===== config.mk =====
export PLATFORM = sky130hd
export DESIGN_NAME = baud_rate_gen
export DESIGN_NICKNAME = d
export VERILOG_FILES = /design/src/rtl/baud_rate_gen.sv
export SDC_FILE = /design/constraint.sdc
export NUM_CORES = 1
export LEC_CHECK = 0
export BUFFER_PORTS_ARGS = -buffer_cell sky130_fd_sc_hd__buf_4
export CORE_MARGIN = 1.5
export CORE_UTILIZATION = 67
export CTS_CLUSTER_SIZE = 12
export DETAILED_ROUTE_END_ITERATION = 10
export PLACE_DENSITY = 0.82
export SETUP_SLACK_MARGIN = 0.4
export SYNTH_ARGS = -nofsm -noshare
export SYNTH_HDL_FRONTEND = slang
export SYNTH_SLANG_ARGS = --single-unit

===== constraint.sdc =====
create_clock -name clk -period 9 [get_ports clk]
set_input_delay 1.8 -clock clk [delete_from_list [all_inputs] [get_ports clk]]
set_output_delay 1.8 -clock clk [all_outputs]
set_load 0.02 [all_outputs]

===== src/rtl/baud_rate_gen.sv =====
// baud_rate_gen: fractional phase-accumulator baud tick generator.
// Produces an oversampling tick (os_tick) and a bit tick (b_tick) for eight
// runtime-selectable standard rates. The accumulator remainder carries across
// ticks, so long-run error is bounded by increment rounding only. A sync pulse,
// or any change of baud_sel, restarts both tick phases from zero.
module baud_rate_gen #(
  parameter int unsigned CLK_FREQ   = 100_000_000,
  parameter int unsigned OVERSAMPLE = 16,
  parameter int unsigned ACC_WIDTH  = 24
) (
  input  logic                          clk,
  input  logic                          reset,
  input  logic                          enable,
  input  logic                          sync,
  input  logic [2:0]                    baud_sel,
  output logic                          os_tick,
  output logic                          b_tick,
  output logic [$clog2(OVERSAMPLE)-1:0] os_phase
);

  localparam int unsigned PHASE_W = $clog2(OVERSAMPLE);
  localparam logic [PHASE_W-1:0] LAST_PHASE = PHASE_W'(OVERSAMPLE - 1);

  // Rounded phase increment for one rate, evaluated at elaboration in 64 bits.
  function automatic logic [ACC_WIDTH-1:0] calc_inc(input logic [63:0] baud);
    logic [63:0] num;
    logic [63:0] quo;
    num = baud * 64'(OVERSAMPLE) * (64'd1 << ACC_WIDTH) + 64'(CLK_FREQ / 2);
    quo = num / 64'(CLK_FREQ);
    return quo[ACC_WIDTH-1:0];
  endfunction

  localparam logic [ACC_WIDTH-1:0] INC_0 = calc_inc(64'd9600);
  localparam logic [ACC_WIDTH-1:0] INC_1 = calc_inc(64'd19200);
  localparam logic [ACC_WIDTH-1:0] INC_2 = calc_inc(64'd38400);
  localparam logic [ACC_WIDTH-1:0] INC_3 = calc_inc(64'd57600);
  localparam logic [ACC_WIDTH-1:0] INC_4 = calc_inc(64'd115200);
  localparam logic [ACC_WIDTH-1:0] INC_5 = calc_inc(64'd230400);
  localparam logic [ACC_WIDTH-1:0] INC_6 = calc_inc(64'd460800);
  localparam logic [ACC_WIDTH-1:0] INC_7 = calc_inc(64'd921600);

  logic [ACC_WIDTH-1:0] acc_q, acc_d;
  logic [PHASE_W-1:0]   os_cnt_q, os_cnt_d;
  logic [2:0]           sel_q, sel_d;
  logic                 os_tick_q, os_tick_d;
  logic                 b_tick_q, b_tick_d;

  logic [ACC_WIDTH-1:0] inc_s;
  logic [ACC_WIDTH:0]   sum_s;
  logic                 carry_s;
  logic                 restart_s;

  // Select the increment of the registered rate; the raw input only triggers a restart.
  always_comb begin
    inc_s = INC_0;
    case (sel_q)
      3'd0:    inc_s = INC_0;
      3'd1:    inc_s = INC_1;
      3'd2:    inc_s = INC_2;
      3'd3:    inc_s = INC_3;
      3'd4:    inc_s = INC_4;
      3'd5:    inc_s = INC_5;
      3'd6:    inc_s = INC_6;
      3'd7:    inc_s = INC_7;
      default: inc_s = INC_0;
    endcase
  end

  // Next-state: restart beats enable; the carry out of the add is the os tick.
  always_comb begin
    acc_d     = acc_q;
    os_cnt_d  = os_cnt_q;
    sel_d     = sel_q;
    os_tick_d = 1'b0;
    b_tick_d  = 1'b0;
    sum_s     = {1'b0, acc_q} + {1'b0, inc_s};
    carry_s   = sum_s[ACC_WIDTH];
    restart_s = sync | (baud_sel != sel_q);
    if (restart_s) begin
      acc_d    = {ACC_WIDTH{1'b0}};
      os_cnt_d = {PHASE_W{1'b0}};
      sel_d    = baud_sel;
    end else if (enable) begin
      acc_d     = sum_s[ACC_WIDTH-1:0];
      os_tick_d = carry_s;
      b_tick_d  = carry_s & (os_cnt_q == LAST_PHASE);
      if (carry_s) begin
        if (os_cnt_q == LAST_PHASE) begin
          os_cnt_d = {PHASE_W{1'b0}};
        end else begin
          os_cnt_d = os_cnt_q + PHASE_W'(1);
        end
      end else begin
        os_cnt_d = os_cnt_q;
      end
    end else begin
      acc_d    = acc_q;
      os_cnt_d = os_cnt_q;
    end
  end

  // State and output registers; reset clears everything asynchronously.
  always_ff @(posedge clk or posedge reset) begin
    if (reset) begin
      acc_q     <= {ACC_WIDTH{1'b0}};
      os_cnt_q  <= {PHASE_W{1'b0}};
      sel_q     <= 3'd0;
      os_tick_q <= 1'b0;
      b_tick_q  <= 1'b0;
    end else begin
      acc_q     <= acc_d;
      os_cnt_q  <= os_cnt_d;
      sel_q     <= sel_d;
      os_tick_q <= os_tick_d;
      b_tick_q  <= b_tick_d;
    end
  end

  assign os_tick  = os_tick_q;
  assign b_tick   = b_tick_q;
  assign os_phase = os_cnt_q;

endmodule


**Word-level counts from Yosys, hierarchy flattened**

Memory sizes are Yosys's and may differ from the RTL's.
Index checks and enable logic that the tools add are counted.

- Register bits: 33
- Latch bits: 0
- RAM bits: 0
- Memory bits (read-only): 176
- Bits of input ports: 7
- Logic and storage cells: 25
- Memories kept: 1

- Add/sub/neg operators: 2
- Multipliers: 0
- Div/mod/pow operators: 0
- Magnitude comparators: 0
- Eq/ne operators: 2
- Shift-type cells: 0
- Multiplexer cells: 10
- Bitwise operators: 2
- Reduce and logical (&&, ||, !) cells: 3

Memory list:

| memory | words | width | rd ports | clocked after Yosys merged registers in | wr ports | RTL line | RTL |
|---|---|---|---|---|---|---|---|
| (no name shown) | 8 | 22 | 1 | 0 | 0 | 56 | `case (sel_q)` |

Operator list:

| kind | number |
|---|---|
| 24-bit 2-to-1 mux | 2 |
| 24-bit by 24-bit adder with 25-bit output | 1 |
| 4-bit 2-to-1 mux | 4 |
| 4-bit by 1-bit adder with 4-bit output (second input constant) | 1 |
| 4-bit equality test (second input constant) | 1 |
| 1-bit 2-to-1 mux | 4 |
| 2-bit nonzero test | 2 |
| 3-bit != test | 1 |
| 2-bit AND reduction | 1 |
| 1-bit AND | 1 |
| 1-bit OR | 1 |

**Longest topological paths before layout**

Gate-level depths: netlist of run 1.

- Depth after elaboration: 5
- Gate-level depth with buffers: 14

**Worst setup path after synthesis of run 1**

Ideal clock, no wire load.

- Path kind: input-to-reg
- Start point: input baud_sel[2]
- End point: register acc_q[13]
- Setup time: 0.069 ns
- Data arrival time: 3.158 ns
- Required time: 8.931 ns
- Slack: 5.774 ns
- Stages: 5
- Path buffers: 1
- Cells stage by stage: xor2_1 -> or4_1 -> buf_2 -> or4b_1 -> nand3_1

- Longest elaborated chain between the ends: 3
- Elaborated cells on any way between the ends: 4
- Classes of those cells: 1 x eq/ne; 1 x mux; 1 x bitwise; 1 x reduce/logical

RTL lines:

| element | RTL line | RTL |
|---|---|---|
| start, declared | 15 | `input logic [2:0] baud_sel,` |
| 3-bit != test (*) | 78 | `restart_s = sync \| (baud_sel != sel_q);` |
| 1-bit OR (*) | 78 |  |
| 24-bit 2-to-1 mux or 2-bit nonzero test (tied branches) | - |  |
| end signal, assigned | 105 | `acc_q <= {ACC_WIDTH{1'b0}};` |
| end, declared | 42 | `logic [ACC_WIDTH-1:0] acc_q, acc_d;` |

Mark *: on every way between the ends. The rest lies on a longest branch, timed or not.
A chain may end at the register's enable or synchronous reset.

**Final worst setup path of run 1**

- Start point: register sel_q[1]
- End point: register os_cnt_q[3] (netlist: os_phase[3])

- Longest elaborated chain between the ends: 4
- Elaborated cells on any way between the ends: 8
- Classes of those cells: 1 x add/sub; 1 x eq/ne; 1 x mux; 1 x bitwise; 3 x reduce/logical; 1 x memory

RTL lines:

| element | RTL line | RTL |
|---|---|---|
| start, declared | 44 | `logic [2:0] sel_q, sel_d;` |
| start signal, assigned | 113 | `sel_q <= sel_d;` |
| memory read 8 x 22 bit or 3-bit != test (tied branches) | - |  |
| 24-bit by 24-bit adder with 25-bit output or 1-bit OR (tied branches) | 76, 78 |  |
| 2-bit nonzero test (no line) | - |  |
| 2-bit AND reduction (no line) | - |  |
| end signal, assigned | 106 | `os_cnt_q <= {PHASE_W{1'b0}};` |
| end signal, assigned | 112 | `os_cnt_q <= os_cnt_d;` |
| end, declared | 43 | `logic [PHASE_W-1:0] os_cnt_q, os_cnt_d;` |

Several ways; a longest one is shown, not always the timed one.

==> impl_metrics.toml, run 1 <==
[die]
core_sq_um = 3770
die_w_um = 66.7
io_pins = 13
rows = 22
dieArea_sq_um = 4450
start_util = 0.721
die-height_um = 66.7

[setup_path]
critical_path_class = "register to register"
max_stage_delay_ns = 0.51
crit_slowest_cell = "nor3_2"
end_kind = "register"
cp-start-kind = "register"
cp.required_ns = 9.17
worstPathArrival_ns = 3.79
path_cells = "inv_1, ha_1, nor2b_1, a21oi_1, inv_1, fa_1, nand3b_2, nand2_2, a21o_1, o41a_4, a211oi_2, nor3_2, nand3_1, a32o_1"
path_common_cell = "inv_1"
crit_fanout = 8

[routing]
route.detailed.drc = 0
drt-initial-drc-count = 131
vias = 2181
firstDrtPassIters = 6
ant_nets = 0
vias_per_cell = 6.11
wirelength_um = 5560
post_drt_wl_per_cell_um = 15.6

[synth]
synth_ff_type = "dfrtp_1"
synth_area_sq_um = 2720
yosys.area.top_type = "dfrtp_1"
synth_area_leaders = "dfrtp_1 (30%), ha_1 (16%), mux2i_1 (6.6%), a21o_1 (4.4%), a21oi_1 (4.2%)"
yosysUniqueCellTypes = 49
yosysSeqAreaShare = 0.304
ys.warnings.count = 0
synth_enable_flop_cells = 0
synth.most_common_cell = "ha_1"
synthTopCellsByCount = "ha_1 (35), dfrtp_1 (33), nor2_1 (28)"
syn-num-nets = 341
syn_inst = 298
syn_avg_cell_area_sq_um = 9.12
ys_ff_latch = 33
yosys.area.top_type_share = 0.304
synthArstFlopShare = 1.00

[timing]
fin_skew_ns = 0.0101
period_needed_ns = 3.61
setup_viol = 0
fin_crit_sh = 0.402
fin_setup_tns_ns = 0
slew_viol_final = 0
relSlewSlack = 0.615
worstMarginPinSlew_ns = 0.574
rsz0062_at_grt = "no"
max_freq_ghz = 0.277
hold_viol = 0

[clocking]
worstSkewPairLatency_ns = 0.29
htree_levels = 2
tritoncts = "yes"
postCtsSetupBuffers = 0
clk_path_buf_depth = 2
cts_sinks = 33
cts_hold_buf = 0
cts_made_buffers = 5
clk_pin_slew_worst_paths_ns = 0.06
post_cts_resized = 0
cts_root_buf = "clkbuf_8"

[grt]
overflow = 0
grt_use_total = 0.294
grt_pass1_wl_um = 9800
antenna_found_initial = 0
grt_max_degree = 34
grt_pass1_vias = 2141

[layout]
drive_gt1_frac = 0.100
finalNetCount = 351
area_growth_pct = 8.74
fin_util = 0.784
antennaDiodeCount = 0
stdcell_count = 357

[place]
numPortBuffers = 12
post-place-cells = 349
gp_congestion = 0.847
post-dp-hpwl_um = 4160

[pwr]
power.density_nw_per_um2 = 126
leakage_nw = 1.58
ir_drop_v = 0.000109

[flow_run]
maxCapViolCount = 0

[min_path]
hp-class = "register to register"

[status]
outcome = "finished, final reports clean"
==> cell families after synthesis <==
family,count (synthesis),share of synthesized area
AO/OA/AOI/OAI,70,0.172
XOR/XNOR,22,0.0709
adder cells (fa/ha/maj),36,0.168
buffers and inverters,27,0.0382
flip-flops,33,0.304
multiplexers,18,0.0663
AND/OR/NAND/NOR,92,0.181
==> sequential cells by signal (all words and copies together), names as in the netlist <==
| name | cells |
|---|---|
| os_phase | 4 |
| b_tick | 1 |
| sel_q | 3 |
| os_tick | 1 |
| acc_q | 24 |
==> power breakdown <==
group	internal, mW	switching, mW	leakage (nW)
Clock	0.0903	0.0554	0.0585
Sequential	0.151	0.00357	0.453
Combinational	0.0303	0.0420	1.06
==> cell usage in the layout (no fill, tap or decap), types with 3 or more instances in the layout <==
cell      Yosys  layout
mux2i_1      18      18
nand2_1      13      13
and2_1        5       5
o21ai_0       9       9
nand2b_1      7       7
xnor2_1      10      10
ha_1         35      35
nand4_1       4       4
inv_1        15      15
nand3_1       8       8
o22ai_1       3       3
a31oi_1       5       5
or2_2         3       3
and3_1        3       3
buf_4         0      14
a21o_1       16      16
a21oi_1      23      23
nor2_1       28      28
o211ai_1      4       4
clkbuf_8      0       6
dfrtp_1      33      33
xor2_1       12      12
or3_1         3       3
==> critical path: cells and delay by family, from the launching register on <==
kind                     cells  cell delay (ns)
flip-flops                   1             0.50
AND/OR/NAND/NOR              5             1.17
AO/OA/AOI/OAI                5             0.93
buffers and inverters        2             0.22
adder cells (fa/ha/maj)      2             0.68
==> through the flow <==
step | hold WS, ns | cell area [sq um] | worst slack (ns) | total power [mW]
CTS | 0.539 | 2960 | 5.39 | 0.374
global placement | 0.510 | 2840 | 5.50 | 0.227
finish | 0.536 | 2960 | 5.39 | 0.372
floorplan | 0.493 | 2720 | 5.77 | 0.213
global route | 0.572 | 2960 | 5.11 | 0.391
detailed placement | 0.521 | 2840 | 5.44 | 0.229
==> path summary, 6_finish.rpt <==
path | to | slack [ns] | cells after the start | start
setup / recovery | os_phase[3] | 5.39 | 14 | sel_q[1]
hold / removal | acc_q[16] | 0.54 | 2 | acc_q[16]
setup reg to reg | os_phase[3] | 5.39 | 14 | sel_q[1]
hold reg to reg | acc_q[16] | 0.54 | 2 | acc_q[16]
max in group asynchronous | acc_q[10] | 7.07 | 3 | reset
min in group asynchronous | acc_q[20] | 1.62 | 3 | reset
==> per-layer routing <==
| layer | track usage | vias up | part of all wire |
|---|---|---|---|
| met5 | 0 | - | 0 |
| met1 | 0.396 | 1036 | 0.48 |
| li1 | - | 1090 | - |
| met2 | 0.478 | 49 | 0.46 |
| met3 | 0.0659 | 6 | 0.047 |
| met4 | 0.0740 | 0 | 0.0076 |
==> final cells by class <==
class                      count  area [sq um]
timing repair buffer          14           105
inverter                      16          60.1
clock inverter                 1          30.0
fill                         265           815
tap                           48          60.1
multi-input combinational    238          1790
clock buffer                   7          86.3
sequential                    33           826
Note: power is estimated with default switching activity, not from simulation.
==> run 2, diff against run 1 <==
CORE_UTILIZATION = 56   (was 67)
PLACE_DENSITY = 0.73   (was 0.82)
clock period = 3.1 ns   (was 9 ns; I/O delays follow)
==> run 2 against run 1 <==
  * The run now ends with setup timing left
  * Non-clock buffer count rose by 34
  * Count of clock-buffer cells in the layout fell by 2
  * Power rose to 3.1 times the previous value
  * Die area rose by 19%
  * Core utilization fell by 3.0 points
==> impl_metrics.toml, run 2 (synthesis results as in run 1) <==
[die]
dieArea_sq_um = 5280
core_sq_um = 4690
start_util = 0.579
rows = 25
die-height_um = 72.7
io_pins = 13
die_w_um = 72.7

[timing]
hold_slack_ns = 0.345
hold_viol = 0
rsz0062_at_grt = "yes"
worstMarginPinSlew_ns = 0.497
period_needed_ns = 3.22
setup_viol = 3
fin_skew_ns = 0.00507
max_freq_ghz = 0.311
fin_crit_sh = 1.04
slew_viol_final = 0
relSlewSlack = 0.668
final.setup.worst_slack_ns = -0.117

[setup_path]
r2r_setup_slack_ns = -0.12
cp.required_ns = 3.28
end_kind = "register"
critical_path_class = "register to register"
worstPathArrival_ns = 3.39
worst-r2r-cell-count = 13
cp-start-kind = "register"
crit_fanout = 4

[status]
failed_checks = "setup timing"
outcome = "finished, violations left"

[grt]
antenna_found_initial = 0
overflow = 0
grt_max_degree = 34
grt_use_total = 0.251
grt_pass1_wl_um = 10200
grt_pass1_vias = 2125

[clocking]
htree_levels = 2
clk_pin_slew_worst_paths_ns = 0.08
tritoncts = "yes"
cts_root_buf = "clkbuf_8"
clk_path_buf_depth = 2
worstSkewPairLatency_ns = 0.29
cts_hold_buf = 0
cts_made_buffers = 5
cts_sinks = 33

[routing]
route.detailed.drc = 0
vias = 2319
vias_per_cell = 5.84
post_drt_wl_per_cell_um = 17.0
firstDrtPassIters = 4
wirelength_um = 6770
ant_nets = 0
drt-initial-drc-count = 163

[layout]
finalInstanceArea_sq_um = 3540
seq_area_sq_um = 830
area_growth_pct = 30.1
stdcell_count = 397
drive_gt1_frac = 0.327
layout_commonest_cell = "buf_4"
finalNetCount = 385
nFillCells = 315
multi_input_area_sq_um = 2080
antennaDiodeCount = 0
mostFrequentLayoutCells = "buf_4 (45), dfrtp_1 (30), nor2_1 (27)"
largest_reg_flops = 24
fin_util = 0.754
max_flop_register = "acc_q"

[min_path]
hp-class = "primary input to async pin"

[place]
place_area_sq_um = 3020
post-place-cells = 367
gp_congestion = 0.926
post-dp-hpwl_um = 4440
numPortBuffers = 12
place_ws_ns = -0.0703

[pwr]
leakage_nw = 1.77
power.density_nw_per_um2 = 330
ir_drop_v = 0.000253

[flow_run]
maxCapViolCount = 0
run 2: cell count changes in the layout (fill, tap and decap cells not counted), sizes merged:
cell,delta
buf,+34
clkbuf,-2
clkinv,+1
clkinvlp,+1
run 2: worst paths after layout:
kind                             start         to
max                           sel_q[0]  acc_q[20]
min                              reset   acc_q[3]
max reg2reg                   sel_q[0]  acc_q[20]
min reg2reg                  acc_q[10]  acc_q[10]
max in group asynchronous        reset   sel_q[0]
min in group clk           baud_sel[1]   sel_q[1]
run 2: layout make-up:
cell class | count | area share
inverters | 16 | 0.0191
well taps | 54 | 0.0191
multi-input cells | 238 | 0.587
flip-flops and latches | 33 | 0.234
repair buffers | 48 | 0.107
clock buffers | 5 | 0.0194
clock inverters | 3 | 0.0131
run 2: critical path: stages, from the launching register on:
cell     delay, ns
dfrtp_2       0.46
buf_12        0.14
ha_4          0.16
nor2b_4       0.14
a21oi_2       0.15
ha_1          0.29
a21oi_2       0.18
nor3_1        0.06
a21o_1        0.19
o41a_4        0.47
a221o_2       0.44
a21oi_2       0.17
xor2_1        0.16
o22ai_1       0.09
run 2: what timing repair did:
action | in CTS | in global routing
gates resized for setup | 14 | 35
buffers inserted | 11 | 11
pin swaps | 19 | 28
setup endpoints to repair | 18 | 20
run 2: metal layers:
layer  up-vias  GRT usage  wire (um)
met4         0      0.101        143
met5         -          0          0
met3        14     0.0511        296
li1       1147          -          -
met1      1100      0.359       3130
met2        58      0.371       3190
run 2: through the flow:
step	setup TNS (ns)	power, mW
6_report	-0.253	1.17
5_1_grt	-0.922	1.22
4_1_cts	-0.00780	1.13
3_5_place_dp	-0.170	0.688
3_3_place_gp	-0.0280	0.684
2_1_floorplan	0	0.628
run 2: report_power, final:
part / switching, mW / total (mW) / internal [mW]
registers: 0.00966 / 0.447 / 0.438
clock network: 0.183 / 0.423 / 0.241
logic: 0.159 / 0.296 / 0.137
==> run 3, diff against run 2 <==
GPL_TIMING_DRIVEN = 0   (was unset)
==> run 3 against run 2 <==
  * The flow still finishes with violations (setup timing)
  * Highest routed layer unchanged
  * Wire length up 17%
  * Critical endpoint is now acc_q[16]
  * Core utilization rose by 2.7 points
  * Sequential cell count unchanged
  * Worst setup slack improved by 0.014 ns
  * Sequential power barely moved
  * Largest power group unchanged
==> impl_metrics.toml, run 3 (synthesis results as in run 1) <==
[status]
outcome = "finished, violations left"
failed_checks = "setup timing"

[clocking]
clk_pin_slew_worst_paths_ns = 0.08
cts_made_buffers = 5
htree_levels = 2
clk_path_buf_depth = 2
cts_sinks = 33
worstSkewPairLatency_ns = 0.30
tritoncts = "yes"
cts_hold_buf = 0
cts_root_buf = "clkbuf_8"

[pwr]
power.density_nw_per_um2 = 315
ir_drop_v = 0.000276
finalPower_mw = 1.16
power.share.clock = 0.331
leakage_nw = 1.79
switching_share = 0.318
p_int_mw = 0.789
seq_power_share = 0.386
p_switching_mw = 0.368
combinationalPowerShare = 0.283

[layout]
area_growth_pct = 34.9
largest_reg_flops = 24
finalNetCount = 392
mostFrequentLayoutCells = "buf_4 (39), dfrtp_1 (31), nor2_1 (26)"
finalInstanceArea_sq_um = 3670
nFillCells = 293
max_flop_register = "acc_q"
layout_commonest_cell = "buf_4"
drive_gt1_frac = 0.343
antennaDiodeCount = 0

[setup_path]
r2r_setup_slack_ns = -0.10
worst-r2r-cell-count = 12
cp.required_ns = 3.25
cp-start-kind = "register"
critical_path_class = "register to register"
crit_fanout = 5
worstPathArrival_ns = 3.35
worstReg2RegEnd = "acc_q[16]"
critPathLaunch = "sel_q[0]"
r2r_start = "sel_q[0]"
end_kind = "register"

[die]
die_w_um = 72.7
die-height_um = 72.7
core_sq_um = 4690
start_util = 0.579
rows = 25
dieArea_sq_um = 5280
io_pins = 13

[timing]
worstMarginPinSlew_ns = 0.835
relSlewSlack = 0.443
rsz0062_at_grt = "yes"
max_freq_ghz = 0.312
slew_viol_final = 0
setup_viol = 5
final.setup.worst_slack_ns = -0.103
fin_crit_sh = 1.03
fin_skew_ns = 0.00885
period_needed_ns = 3.20
hold_viol = 0

[routing]
wirelength_um = 7900
ant_nets = 0
drt-initial-drc-count = 201
vias = 2505
route.detailed.drc = 0
vias_per_cell = 6.20
firstDrtPassIters = 4
post_drt_wl_per_cell_um = 19.6

[place]
post-dp-hpwl_um = 4450
place_area_sq_um = 2960
place_ws_ns = -0.182
numPortBuffers = 12
gp_congestion = 0.864

[grt]
grt_max_degree = 34
grt_pass1_wl_um = 11800
grt_use_total = 0.289
grt_pass1_vias = 2544
antenna_found_initial = 0
overflow = 0

[min_path]
hp-class = "primary input to async pin"

[flow_run]
maxCapViolCount = 0
==> run 3: per-layer routing <==
metal / track usage / part of all wire / vias up
li1: - / - / 1163
met1: 0.367 / 0.43 / 1239
met2: 0.481 / 0.49 / 80
met3: 0.0566 / 0.043 / 23
met4: 0.124 / 0.038 / 0
met5: 0 / 0 / -
==> run 3: metrics by stage <==
stage	instances	utilization	TNS, ns	hold slack [ns]
final	404	0.782	-0.308	0.449
after global routing	404	0.782	-0.628	0.526
after CTS	395	0.731	0	0.528
after detailed placement	364	0.631	-0.809	0.522
after global placement	364	0.631	-0.574	0.509
after floorplan	298	-	0	0.493
==> run 3: how the worst max path moves through the flow <==
stage / endpoint / depth (start not counted) / slack (ns)
2_1_floorplan: acc_q[20] / 12 / 0.19
6_report: acc_q[16] / 12 / -0.10
3_3_place_gp: acc_q[20] / 13 / -0.16
3_5_place_dp: acc_q[18] / 13 / -0.18
4_1_cts: acc_q[20] / 13 / 0.03
5_1_grt: acc_q[18] / 12 / -0.16
==> run 3: timing repair <==
item | in CTS | in global routing
gates cloned | 0 | 0
setup buffers | 23 | 9
pin swaps | 27 | 26
setup endpoints to repair | 18 | 20
gates resized for setup | 35 | 34
==> run 3: area by class of cell <==
class | instances | area, sq um | share of cell area
clock inverter | 1 | 5.00 | 0.00136
timing repair buffer | 44 | 349 | 0.0952
sequential | 33 | 828 | 0.226
tap | 54 | 67.6 | 0.0184
inverter | 16 | 67.6 | 0.0184
buffer | 11 | 66.3 | 0.0181
multi-input combinational | 238 | 2190 | 0.596
clock buffer | 7 | 96.3 | 0.0263
==> run 3: power groups by stage <==
stage          logic, mW  clock network [mW]  registers (mW)
3_5_place_dp       0.225                   0           0.454
3_3_place_gp       0.220                   0           0.454
6_report           0.328               0.383           0.446
4_1_cts            0.281               0.380           0.445
5_1_grt            0.352               0.394           0.447
2_1_floorplan      0.176                   0           0.452
==> run 3: worst max-delay path, stage by stage (launching register included) <==
cell	delay, ns
dfrtp_2	0.48
inv_4	0.10
ha_4	0.21
mux2i_4	0.25
ha_4	0.27
a21oi_4	0.18
nand2_4	0.08
a21o_1	0.19
o41a_4	0.46
a221o_2	0.44
xor2_1	0.17
mux2i_1	0.16
nor2_1	0.07
